$ cat config.mk
export PLATFORM = sky130hd
export DESIGN_NAME = gcd_stein_core_flat
export DESIGN_NICKNAME = d
export VERILOG_FILES = /design/src/rtl/gcd_stein_core_if.sv /design/src/rtl/gcd_stein_core.sv /design/src/flat_wrapper.sv
export SDC_FILE = /design/constraint.sdc
export NUM_CORES = 1
export LEC_CHECK = 0
export ABC_AREA = 1
export BUFFER_PORTS_ARGS = -buffer_cell sky130_fd_sc_hd__buf_2
export CORE_ASPECT_RATIO = 1.2
export CORE_MARGIN = 4
export CORE_UTILIZATION = 50
export DETAILED_ROUTE_END_ITERATION = 7
export HOLD_SLACK_MARGIN = 0.03
export PLACE_DENSITY = 0.69
export REMOVE_ABC_BUFFERS = 1
export SYNTH_ARGS = -nofsm -noshare
export SYNTH_HDL_FRONTEND = slang
export SYNTH_SLANG_ARGS = --single-unit
$ cat constraint.sdc
create_clock -name clk -period 3.15 [get_ports clk]
set_input_delay 0.315 -clock clk [delete_from_list [all_inputs] [get_ports clk]]
set_output_delay 0.315 -clock clk [all_outputs]
set_load 0.1 [all_outputs]
$ cat src/rtl/gcd_stein_core_if.sv
// Command/response bundle for the binary GCD engine: operand pair in, result out.
// Both directions use valid/ready handshakes; clock and reset travel separately.
interface gcd_stein_core_if #(
  parameter int WIDTH = 32,
  parameter int CNT_W = $clog2(4 * WIDTH + 8)
);
  logic             in_valid;
  logic             in_ready;
  logic [WIDTH-1:0] x;
  logic [WIDTH-1:0] y;
  logic             out_valid;
  logic             out_ready;
  logic [WIDTH-1:0] gcd;
  logic             coprime;
  logic [CNT_W-1:0] cycles;

  modport master (
    output in_valid, x, y, out_ready,
    input  in_ready, out_valid, gcd, coprime, cycles
  );

  modport slave (
    input  in_valid, x, y, out_ready,
    output in_ready, out_valid, gcd, coprime, cycles
  );
endinterface

$ cat src/rtl/gcd_stein_core.sv
// Iterative binary (Stein) GCD engine: shifts, compares and subtracts only.
// One operation in flight; reports gcd, a coprime flag and the iteration cycle count.
module gcd_stein_core #(
  parameter int WIDTH = 32,
  parameter int CNT_W = $clog2(4 * WIDTH + 8)
) (
  input  logic                 clk,
  input  logic                 rst_n,
  gcd_stein_core_if.slave      gcd_if
);

  localparam int K_W = $clog2(WIDTH) + 1;

  localparam logic [2:0] ST_IDLE   = 3'd0;
  localparam logic [2:0] ST_SHIFT  = 3'd1;
  localparam logic [2:0] ST_ODD_A  = 3'd2;
  localparam logic [2:0] ST_LOOP   = 3'd3;
  localparam logic [2:0] ST_FINISH = 3'd4;
  localparam logic [2:0] ST_DONE   = 3'd5;

  logic [2:0]       r_state, w_state_nxt;
  logic [WIDTH-1:0] r_a, w_a_nxt;
  logic [WIDTH-1:0] r_b, w_b_nxt;
  logic [K_W-1:0]   r_k, w_k_nxt;
  logic [CNT_W-1:0] r_cnt, w_cnt_nxt;
  logic [WIDTH-1:0] r_gcd, w_gcd_nxt;
  logic             r_coprime, w_coprime_nxt;
  logic [CNT_W-1:0] r_cycles, w_cycles_nxt;

  logic [CNT_W-1:0] w_cnt_inc;
  logic [WIDTH-1:0] w_xy_or;

  // Saturating increment; also reused as the registered cycle count on FINISH.
  assign w_cnt_inc = (r_cnt == {CNT_W{1'b1}}) ? r_cnt : r_cnt + 1'b1;
  assign w_xy_or   = gcd_if.x | gcd_if.y;

  always_comb begin
    w_state_nxt   = r_state;
    w_a_nxt       = r_a;
    w_b_nxt       = r_b;
    w_k_nxt       = r_k;
    w_cnt_nxt     = r_cnt;
    w_gcd_nxt     = r_gcd;
    w_coprime_nxt = r_coprime;
    w_cycles_nxt  = r_cycles;

    case (r_state)
      ST_IDLE: begin
        if (gcd_if.in_valid) begin
          w_a_nxt   = gcd_if.x;
          w_b_nxt   = gcd_if.y;
          w_k_nxt   = '0;
          w_cnt_nxt = '0;
          if (gcd_if.x == '0 || gcd_if.y == '0) begin
            // A zero operand makes the other one the answer directly.
            w_gcd_nxt     = w_xy_or;
            w_coprime_nxt = (w_xy_or == WIDTH'(1));
            w_cycles_nxt  = '0;
            w_state_nxt   = ST_DONE;
          end else begin
            w_state_nxt = ST_SHIFT;
          end
        end
      end

      ST_SHIFT: begin
        w_cnt_nxt = w_cnt_inc;
        if (!r_a[0] && !r_b[0]) begin
          w_a_nxt = r_a >> 1;
          w_b_nxt = r_b >> 1;
          w_k_nxt = r_k + 1'b1;
        end else begin
          w_state_nxt = ST_ODD_A;
        end
      end

      ST_ODD_A: begin
        w_cnt_nxt = w_cnt_inc;
        if (!r_a[0]) begin
          w_a_nxt = r_a >> 1;
        end else begin
          w_state_nxt = ST_LOOP;
        end
      end

      ST_LOOP: begin
        // a stays odd here, so the subtraction result is always even.
        w_cnt_nxt = w_cnt_inc;
        if (r_b == '0) begin
          w_state_nxt = ST_FINISH;
        end else if (!r_b[0]) begin
          w_b_nxt = r_b >> 1;
        end else if (r_a > r_b) begin
          w_a_nxt = r_b;
          w_b_nxt = r_a - r_b;
        end else begin
          w_b_nxt = r_b - r_a;
        end
      end

      ST_FINISH: begin
        w_cnt_nxt     = w_cnt_inc;
        w_gcd_nxt     = r_a << r_k;
        w_coprime_nxt = (r_a == WIDTH'(1)) && (r_k == '0);
        w_cycles_nxt  = w_cnt_inc;
        w_state_nxt   = ST_DONE;
      end

      ST_DONE: begin
        if (gcd_if.out_ready) begin
          w_state_nxt = ST_IDLE;
        end
      end

      default: begin
        w_state_nxt = ST_IDLE;
      end
    endcase
  end

  always_ff @(posedge clk or negedge rst_n) begin
    if (!rst_n) begin
      r_state   <= ST_IDLE;
      r_a       <= '0;
      r_b       <= '0;
      r_k       <= '0;
      r_cnt     <= '0;
      r_gcd     <= '0;
      r_coprime <= 1'b0;
      r_cycles  <= '0;
    end else begin
      r_state   <= w_state_nxt;
      r_a       <= w_a_nxt;
      r_b       <= w_b_nxt;
      r_k       <= w_k_nxt;
      r_cnt     <= w_cnt_nxt;
      r_gcd     <= w_gcd_nxt;
      r_coprime <= w_coprime_nxt;
      r_cycles  <= w_cycles_nxt;
    end
  end

  assign gcd_if.in_ready  = (r_state == ST_IDLE);
  assign gcd_if.out_valid = (r_state == ST_DONE);
  assign gcd_if.gcd       = r_gcd;
  assign gcd_if.coprime   = r_coprime;
  assign gcd_if.cycles    = r_cycles;

endmodule

$ cat src/flat_wrapper.sv
// flat-port wrapper written by rule: the top's interface ports become plain ports
module gcd_stein_core_flat 
#(
  parameter int WIDTH = 32,
  parameter int CNT_W = $clog2(4 * WIDTH + 8)
)
  (clk, rst_n, gcd_if_in_valid, gcd_if_x, gcd_if_y, gcd_if_out_ready, gcd_if_in_ready, gcd_if_out_valid, gcd_if_gcd, gcd_if_coprime, gcd_if_cycles);
  gcd_stein_core_if #(.WIDTH(WIDTH), .CNT_W(CNT_W)) gcd_if_i ();
  input  logic clk;
  input  logic rst_n;
  input wire logic [$bits(gcd_if_i.in_valid)-1:0] gcd_if_in_valid;
  input wire logic [$bits(gcd_if_i.x)-1:0] gcd_if_x;
  input wire logic [$bits(gcd_if_i.y)-1:0] gcd_if_y;
  input wire logic [$bits(gcd_if_i.out_ready)-1:0] gcd_if_out_ready;
  output wire logic [$bits(gcd_if_i.in_ready)-1:0] gcd_if_in_ready;
  output wire logic [$bits(gcd_if_i.out_valid)-1:0] gcd_if_out_valid;
  output wire logic [$bits(gcd_if_i.gcd)-1:0] gcd_if_gcd;
  output wire logic [$bits(gcd_if_i.coprime)-1:0] gcd_if_coprime;
  output wire logic [$bits(gcd_if_i.cycles)-1:0] gcd_if_cycles;
  assign gcd_if_i.in_valid = gcd_if_in_valid;
  assign gcd_if_i.x = gcd_if_x;
  assign gcd_if_i.y = gcd_if_y;
  assign gcd_if_i.out_ready = gcd_if_out_ready;
  assign gcd_if_in_ready = gcd_if_i.in_ready;
  assign gcd_if_out_valid = gcd_if_i.out_valid;
  assign gcd_if_gcd = gcd_if_i.gcd;
  assign gcd_if_coprime = gcd_if_i.coprime;
  assign gcd_if_cycles = gcd_if_i.cycles;
  gcd_stein_core #(.WIDTH(WIDTH), .CNT_W(CNT_W)) u_core (.clk(clk), .rst_n(rst_n), .gcd_if(gcd_if_i));
endmodule
Yosys cells after proc, flatten, opt, wreduce, memory -nomap -nowiden --
Cells that the tools add are included.
Cells by class: add/subtract/negate cells 4, $lt $le $gt $ge 1, eq/ne operators 19, shift-type cells 1, mux-type cells 35, bitwise operators 1, reductions and logical operators 23
Operators by type and width (number):
- two-way mux 32 bit | 13
- case mux 32 bit (4 select lines) | 1
- zero test 32 bit | 3
- case mux 32 bit (3 select lines) | 1
- == test 32 x 1 -> 1 bit (second input constant) | 2
- case mux 32 bit (2 select lines) | 1
- subtractor 32 bit | 2
- greater-than comparator 32 bit | 1
- two-way mux 8 bit | 4
- OR 32 bit | 1
- case mux 8 bit (2 select lines) | 2
- << shifter 32 x 6 -> 32 bit | 1
- two-way mux 3 bit | 6
- case mux 3 bit (6 select lines) | 1
- two-way mux 6 bit | 2
- inequality test 2 x 1 -> 1 bit (second input constant) | 6
- case mux 6 bit (2 select lines) | 1
- inequality test 2 bit (second input constant) | 5
- adder 8 x 1 -> 8 bit (second input constant) | 1
- == test 8 bit (second input constant) | 1
- AND reduction 7 bit | 1
- adder 6 x 1 -> 6 bit (second input constant) | 1
- == test 3 x 2 -> 1 bit (second input constant) | 2
- == test 3 bit (second input constant) | 2
- other kinds (17) | 23
Storage, ports and cells: register bits after elaboration 122, input bits 68, output and inout port bits 43, logic and storage cells 93

Logic depth before layout (Yosys ltp) --
Gate-level depths: netlist (run 1).
depth after elaboration 5, gate-level depth with buffers 20, mapped depth without buffers 19

Least setup slack after synthesis (run 1) --
No wires, ideal clock.
path kind register to register, from register u_core.r_state[0], to register u_core.r_b[12], setup time 0.131 ns, arrival time 2.962 ns, required time 3.019 ns, path slack 0.058 ns, cell stages (with the launch flop) 14, path buffers 1, clock period less this slack 3.092 ns, cell sequence dfrtp_1 > nor2_1 > inv_2 > nor2_1 > inv_2 > nor2_1 > a21oi_1 > inv_2 > nand2_1 > inv_2 > buf_2 > nor2_1 > nand2_1 > o21ai_0
Between the ends: cells in the longest elaborated chain, start to end 3, elaborated cells on any way between the ends 9, classes of those cells eq/ne: 5; mux: 1; reduce/logical: 3
RTL lines:
- from (decl) | RTL line gcd_stein_core.sv:21 | logic [2:0] r_state, w_state_nxt;
- from (signal assigned) | RTL line gcd_stein_core.sv:132 | r_state <= w_state_nxt;
- zero test 3 bit (*)
- net gcd_if_in_ready | RTL line flat_wrapper.sv:15 | output wire logic [$bits(gcd_if_i.in_ready)-1:0] gcd_if_in_ready;
- inequality test 2 bit (no source line) / nonzero test 3 bit (equally long branches)
- AND reduction 4 bit (no source line)
- to (signal assigned) | RTL line gcd_stein_core.sv:134 | r_b <= w_b_nxt;
- to (decl) | RTL line gcd_stein_core.sv:23 | logic [WIDTH-1:0] r_b, w_b_nxt;
Mark *: on every way through the listed nets, which the timed path passes. The rest lies on a longest branch. A chain may end at the register's enable or synchronous reset.

Worst setup path after layout (run 1) --
from register u_core.r_a[0], to register u_core.r_a[6]
Between the ends: cells in the longest elaborated chain, start to end 4, elaborated cells on any way between the ends 7, classes of those cells order compare: 1; eq/ne: 3; reduce/logical: 3
RTL lines:
- from (decl) | RTL line gcd_stein_core.sv:22 | logic [WIDTH-1:0] r_a, w_a_nxt;
- from (signal assigned) | RTL line gcd_stein_core.sv:133 | r_a <= w_a_nxt;
- parallel branches: the longest is 3 deep, another holds greater-than comparator 32 bit
- AND reduction 7 bit (no source line) (*)
Mark *: on every way between the ends.

==> results.json, run 1 <==
{
  "dieHeight_um": 188,
  "r2r_end": "u_core.r_a[6]",
  "place.detailed.hpwl_um": 43400,
  "path_max_fanout": 15,
  "die_area_um2": 29600,
  "syn-cell-area_um2": 13500,
  "start_util": 0.509,
  "wl_met1_um": 22200,
  "io_pins": 111,
  "path_class": "reg -> reg",
  "drv_slew": 0,
  "achievable-frequency_ghz": 0.339,
  "count_of_flip_flops_with_a_built_in_enable_after_synthesis": 0,
  "maxCapViolCount": 0,
  "wire_per_inst_um": 19.4,
  "hold_class": "in -> reg",
  "route.met3.wl_um": 4640,
  "worstPathCellList": "inv_1 > ha_1 > inv_1 > fa_1 > nand3_1 > nand3_1 > nand2_1 > nand2_2 > nand2_1 > nand2_2 > nand2_2 > nand2_2 > nand2_2 > o21ai_2 > nand2_2 > nor2_4 > nand2_2 > o21ai_2",
  "critPathMaxStageDelay_ns": 0.60,
  "cts.path.max_buffers": 2,
  "met2_wirelength_um": 24000,
  "final.setup.tns_ns": 0,
  "drt_iter0_drc": 1380,
  "grt_first_pass_wirelength_um": 85400,
  "report.final.setup_viol": 0,
  "synth_cells": 2286,
  "dr_total_vias": 15994,
  "tritoncts_clock_tree": "done",
  "multi_input_comb_area_um2": 8770,
  "vias_in_the_first_global_route": 15592,
  "grt_overflow": 0,
  "critPathSlowestCell": "sky130_fd_sc_hd__nor2_4",
  "fraction_of_registers_with_async_set_reset": 1.00,
  "postRouteWirelength_um": 54200,
  "clock_sinks": 122,
  "worst_slew_pin_slew_ns": 1.15,
  "crit_path_start_kind": "flop",
  "cts_made_buffers": 17,
  "finalHoldViolCount": 0,
  "buffers_inserted_by_post_cts_timing_repair": 0,
  "hold_path_cell_cnt": 3,
  "r2r_setup_slack_ns": 0.20,
  "design.final.nets": 2589,
  "h-tree-depth": 4,
  "hp-start": "gcd_if_out_ready",
  "worst_setup_hold_path_clk_slew_ns": 0.07,
  "layout-drive-gt1-share": 0.144,
  "post_drt_via_cell_ratio": 5.71,
  "remaining_drc_errors": 0,
  "cts_root_buf": "sky130_fd_sc_hd__clkbuf_16",
  "fillerInstances": 2639,
  "die-width_um": 158,
  "yosys_warnings": 0,
  "gpl_congestion": 1.02,
  "synth-main-ff-cell": "sky130_fd_sc_hd__dfrtp_1",
  "finalCriticalPeriod_ns": 2.95,
  "outcome": "finished, final reports clean",
  "sequential_share_of_the_synthesized_area": 0.227,
  "rows": 65,
  "final_core_util": 0.593,
  "grt_antenna_before_repair": 0,
  "num_antenna_cells": 0,
  "hold-path-endpoint": "u_core.r_state[2]",
  "worst_r2r_path_depth": 18,
  "synth.avg_cell_area_um2": 5.89,
  "design.core.area_um2": 26400,
  "yosys_register_bits": 122,
  "setup.worst_path.end_class": "flop",
  "ant_nets": 0,
  "clk_latency_ns": 0.44,
  "period_share": 0.937,
  "critPathRequiredTime_ns": 3.51,
  "cp_common_cell": "sky130_fd_sc_hd__nand2_2",
  "routed.top_layer": "met4",
  "critical_path_arrival_ns": 3.32,
  "dr.pass1.iters": 6,
  "maximum_number_of_pins_on_one_net_before_global_route_repair": 61,
  "finClkSkew_ns": 0.0111,
  "r2r-start": "u_core.r_a[0]",
  "post_synth_num_cell_types": 48,
  "grtUsageTotal": 0.365,
  "regArea_um2": 3050,
  "io_buffer_count": 110,
  "area_growth_syn_to_layout_pct": 16.4,
  "worst_rel_slew_slack": 0.228,
  "hold-worst-slack_ns": 0.201
}
per-layer routing:
layer / vias to the layer above / track usage
li1: 7683 / -
met1: 7257 / 0.484
met2: 874 / 0.560
met3: 180 / 0.0665
met4: 0 / 0.197
met5: - / 0
cells in the mapped netlist (all sizes together) (19+ instances only):
cell      n  area (µm²)
xor2     26         228
inv     328        1230
nand4    33         206
o21ai   172         940
nor3     19        95.1
clkbuf   60         225
nand2   790        3040
buf      32         191
nor2    196         795
a21oi   161         817
a221oi   30         263
dfrtp   122        3050
ha       67         838
nor4     31         194
nand3   132         661
critical path: cells and delay by family (launching register included):
kind            cells  cell delay (ns)
fa+ha+maj           2             0.42
compound gates      2             0.22
buf+inv             2             0.19
flops               1             0.41
simple gates       12             1.63
how the worst max path moves through the flow:
stage,start,endpoint,slack (ns),cells past startpoint
6_report,u_core.r_a[0],u_core.r_a[6],0.20,18
3_3_place_gp,u_core.r_a[0],u_core.r_a[31],0.09,18
4_1_cts,u_core.r_a[0],u_core.r_a[15],0.006,18
5_1_grt,u_core.r_a[0],u_core.r_a[23],-0.01,18
3_5_place_dp,u_core.r_a[0],u_core.r_a[29],0.03,18
2_1_floorplan,u_core.r_state[0],u_core.gcd_if.gcd[17],-0.88,12
metrics by stage:
step	area [µm²]	std cells	setup slack, ns
after floorplan	13000	2194	-0.883
after global placement	15000	2765	0.0916
after detailed placement	15000	2765	0.0276
after CTS	15600	2799	0.00581
after global routing	15700	2800	-0.00998
final	15700	2800	0.197
cell type report:
class | count | area share
Multi-Input combinational cell | 1742 | 0.560
Sequential cell | 122 | 0.195
Timing Repair Buffer | 237 | 0.100
Inverter | 332 | 0.0795
Clock buffer | 17 | 0.0272
Tap cell | 335 | 0.0268
Clock inverter | 15 | 0.0122
placed cells by master, fill, tap and decap left out, types with 32 or more instances in the layout:
cell type,synthesis,final
sky130_fd_sc_hd__nand2_1,759,758
sky130_fd_sc_hd__inv_1,316,316
sky130_fd_sc_hd__nor2_1,184,183
sky130_fd_sc_hd__a21oi_1,160,160
sky130_fd_sc_hd__o21ai_0,134,132
sky130_fd_sc_hd__nand3_1,132,132
sky130_fd_sc_hd__buf_4,0,122
sky130_fd_sc_hd__dfrtp_1,122,122
sky130_fd_sc_hd__buf_2,21,109
sky130_fd_sc_hd__ha_1,67,67
sky130_fd_sc_hd__nand4_1,33,33
sky130_fd_sc_hd__nand2_2,31,32
sequential cells by signal (all words and copies together) (netlist names):
signal and cells:
u_core.gcd_if.gcd 32, u_core.gcd_if.cycles 8, u_core.r_state 3, u_core.r_cnt 8, u_core.gcd_if.coprime 1, u_core.r_k 6
u_core.r_b 32, u_core.r_a 32
cells by family after synthesis:
group	count (synthesis)	share of synthesized area
AO/OA/AOI/OAI	412	0.177
XOR/XNOR	31	0.0202
adder cells (fa/ha/maj)	69	0.0653
buffers and inverters	424	0.124
flip-flops	122	0.227
multiplexers	12	0.00893
AND/OR/NAND/NOR	1216	0.378
timing repair:
| action | 4_1_cts | 5_1_grt |
|---|---|---|
| setup endpoints to repair | 2 | 31 |
| pin swaps | 0 | 1 |
| endpoints found under the hold margin | 57 | 0 |
| gates resized for setup | 0 | 6 |
| hold buffers | 1 | 0 |
| gates cloned | 1 | 1 |
Power of run 1 is not shown: default switching activity piles up to over one toggle a cycle in this logic, so the estimate is an artifact.
==> run 2, diff against run 1 <==
- ABC_AREA: 1 -> 0
==> run 2 against run 1 <==
Against the previous run: clock skew is 0.0042 ns higher; critical path type unchanged; global-route usage is 0.21 points lower; the run now ends with setup timing left; synthesized cell count is 38% lower; register-to-register slack worse by 0.30 ns; via count is 20% lower; area after synthesis is 16% lower; final cell count is 31% lower; setup slack worse by 0.30 ns; cell area is 8.4% lower; sequential cell count stayed put; non-clock buffer count is 65 higher.
==> results.json, run 2 <==
{
  "finalCriticalPeriod_ns": 3.25,
  "cts.path.max_buffers": 2,
  "synth.top_cells.by_area": "sky130_fd_sc_hd__dfrtp_1 27%, sky130_fd_sc_hd__ha_1 7.4%, sky130_fd_sc_hd__a21oi_1 6.7%",
  "remaining_drc_errors": 0,
  "period_share": 1.03,
  "die-width_um": 145,
  "timing.critical_path.from": "u_core.r_a[19]",
  "worst_setup_hold_path_clk_slew_ns": 0.06,
  "critical_path_arrival_ns": 3.56,
  "wire_per_inst_um": 24.4,
  "report.final.setup_viol": 21,
  "clk_latency_ns": 0.44,
  "rows": 59,
  "fraction_of_registers_with_async_set_reset": 1.00,
  "hold-worst-slack_ns": 0.211,
  "io_pins": 111,
  "cts_root_buf": "sky130_fd_sc_hd__clkbuf_16",
  "synth_cells": 1422,
  "drt_iter0_drc": 1684,
  "dr_total_vias": 12723,
  "count_of_flip_flops_with_a_built_in_enable_after_synthesis": 0,
  "grt_antenna_before_repair": 0,
  "tritoncts_clock_tree": "done",
  "r2r_setup_slack_ns": -0.1,
  "yosys_register_bits": 122,
  "finalHoldViolCount": 0,
  "yosys.area.top_type": "sky130_fd_sc_hd__dfrtp_1",
  "synth_top_area_frac": 0.271,
  "r2r_end": "u_core.r_b[30]",
  "io_buffer_count": 110,
  "r2r-start": "u_core.r_a[19]",
  "post_drt_via_cell_ratio": 6.60,
  "gpl_congestion": 0.993,
  "layout-drive-gt1-share": 0.274,
  "drv_slew": 0,
  "synth.avg_cell_area_um2": 7.93,
  "crit_path_start_kind": "flop",
  "die_area_um2": 25000,
  "layout_commonest_cell": "sky130_fd_sc_hd__buf_4",
  "final_critical_path_setup_slack_ns": -0.0996,
  "syn-cell-area_um2": 11300,
  "ant_nets": 0,
  "setup.worst_path.end_class": "flop",
  "worst_slew_pin_slew_ns": 0.953,
  "vias_in_the_first_global_route": 12056,
  "grt_first_pass_wirelength_um": 70500,
  "grt_setup_unrepaired": "true",
  "yosys_warnings": 0,
  "regArea_um2": 3060,
  "design.final.nets": 1777,
  "worst_rel_slew_slack": 0.365,
  "post_synth_most_frequent_cells": "152 x sky130_fd_sc_hd__a21oi_1, 132 x sky130_fd_sc_hd__nor2_1, 122 x sky130_fd_sc_hd__dfrtp_1, 121 x sky130_fd_sc_hd__nand2_1, 110 x sky130_fd_sc_hd__o21ai_0",
  "hold_path_cell_cnt": 3,
  "place.detailed.hpwl_um": 36200,
  "critPathRequiredTime_ns": 3.46,
  "dr.pass1.iters": 7,
  "start_util": 0.514,
  "fillerInstances": 1972,
  "grt_overflow": 0,
  "yosys.cell_count.top_type": "sky130_fd_sc_hd__a21oi_1",
  "cts_made_buffers": 17,
  "achievable-frequency_ghz": 0.308,
  "hold_class": "in -> reg",
  "multi_input_comb_area_um2": 7960,
  "path_max_fanout": 5,
  "worst_setup_path_endpoint": "u_core.r_b[30]",
  "area_growth_syn_to_layout_pct": 27.3,
  "design.core.area_um2": 21900,
  "postRouteWirelength_um": 47100,
  "final_cell_mix": "179 x sky130_fd_sc_hd__buf_4, 136 x sky130_fd_sc_hd__a21oi_1, 130 x sky130_fd_sc_hd__nor2_1",
  "finClkSkew_ns": 0.0153,
  "outcome": "complete, but fails checks",
  "maximum_number_of_pins_on_one_net_before_global_route_repair": 65,
  "clock_sinks": 122,
  "h-tree-depth": 4,
  "grtUsageTotal": 0.363,
  "sequential_share_of_the_synthesized_area": 0.271,
  "post_synth_num_cell_types": 77,
  "synth-main-ff-cell": "sky130_fd_sc_hd__dfrtp_1",
  "dieHeight_um": 172,
  "maxCapViolCount": 0,
  "violations": "setup timing",
  "worst_r2r_path_depth": 12,
  "path_class": "reg -> reg"
}
-- run 2: logic make-up (layout without fill, tap and decap cells) --
logic type,after synthesis,count (layout),share of synthesized area
AO/OA/AOI/OAI,523,523,0.299
XOR/XNOR,38,38,0.0295
adder cells (fa/ha/maj),69,69,0.0779
buffers and inverters,192,423,0.0687
flip-flops,122,122,0.271
multiplexers,71,71,0.0884
other,0,1,0
AND/OR/NAND/NOR,407,407,0.166
-- run 2: worst max-delay path, stage by stage, from the launching register on --
cell and delay [ns]:
sky130_fd_sc_hd__dfrtp_1 0.45, sky130_fd_sc_hd__ha_4 0.30, sky130_fd_sc_hd__and4_4 0.22, sky130_fd_sc_hd__and2b_1 0.12, sky130_fd_sc_hd__nand4_1 0.18, sky130_fd_sc_hd__or4_4 0.61, sky130_fd_sc_hd__o21a_4 0.17, sky130_fd_sc_hd__buf_6 0.14
sky130_fd_sc_hd__mux2_4 0.31, sky130_fd_sc_hd__a31oi_4 0.16, sky130_fd_sc_hd__xnor2_2 0.09, sky130_fd_sc_hd__a221oi_2 0.29, sky130_fd_sc_hd__a211oi_1 0.07
-- run 2: cell type report --
class | instances | area share
Clock buffer | 17 | 0.0296
Clock inverter | 15 | 0.0100
Inverter | 89 | 0.0233
Antenna cell | 1 | 0.000174
Multi-Input combinational cell | 1108 | 0.554
Tap cell | 274 | 0.0239
Timing Repair Buffer | 302 | 0.146
Sequential cell | 122 | 0.213
-- run 2: how the worst min path moves through the flow --
stage | slack [ns] | from | end
5_1_grt | 0.21 | gcd_if_y[4] | u_core.r_b[4]
2_1_floorplan | 0.02 | rst_n | u_core.gcd_if.coprime
4_1_cts | 0.18 | gcd_if_y[4] | u_core.r_b[4]
3_3_place_gp | 0.44 | rst_n | u_core.gcd_if.cycles[1]
3_5_place_dp | 0.43 | rst_n | u_core.gcd_if.cycles[1]
6_report | 0.21 | gcd_if_y[22] | u_core.r_b[22]
-- run 2: per-stage QoR --
| stage | util | setup WS [ns] | setup TNS (ns) | area (µm²) | cells |
|---|---|---|---|---|---|
| 2_1_floorplan | - | -2.56 | -124.70 | 10800 | 1319 |
| 3_3_place_gp | 0.599 | -0.114 | -0.708 | 13100 | 1881 |
| 3_5_place_dp | 0.599 | -0.166 | -1.22 | 13100 | 1881 |
| 4_1_cts | 0.633 | -0.0700 | -0.200 | 13900 | 1921 |
| 5_1_grt | 0.654 | -0.182 | -4.99 | 14300 | 1927 |
| 6_report | 0.655 | -0.0996 | -0.681 | 14400 | 1928 |
-- run 2: what timing repair did --
item / CTS / global route
endpoints found under the hold margin: 53 / 0
endpoints found under the setup margin: 46 / 62
setup buffers: 6 / 6
cloned: 1 / 1
pin swaps: 19 / 37
hold buffers: 1 / 0
gates resized for setup: 23 / 82
-- run 2: routing by layer --
metal	vias to the layer above	wire length (µm)	global-route usage
met1	6113	18800	0.466
met3	163	3720	0.0574
met2	732	21700	0.595
li1	5715	-	-
met5	-	0	0
met4	0	2850	0.197
Power of run 2 is left out for the same reason.
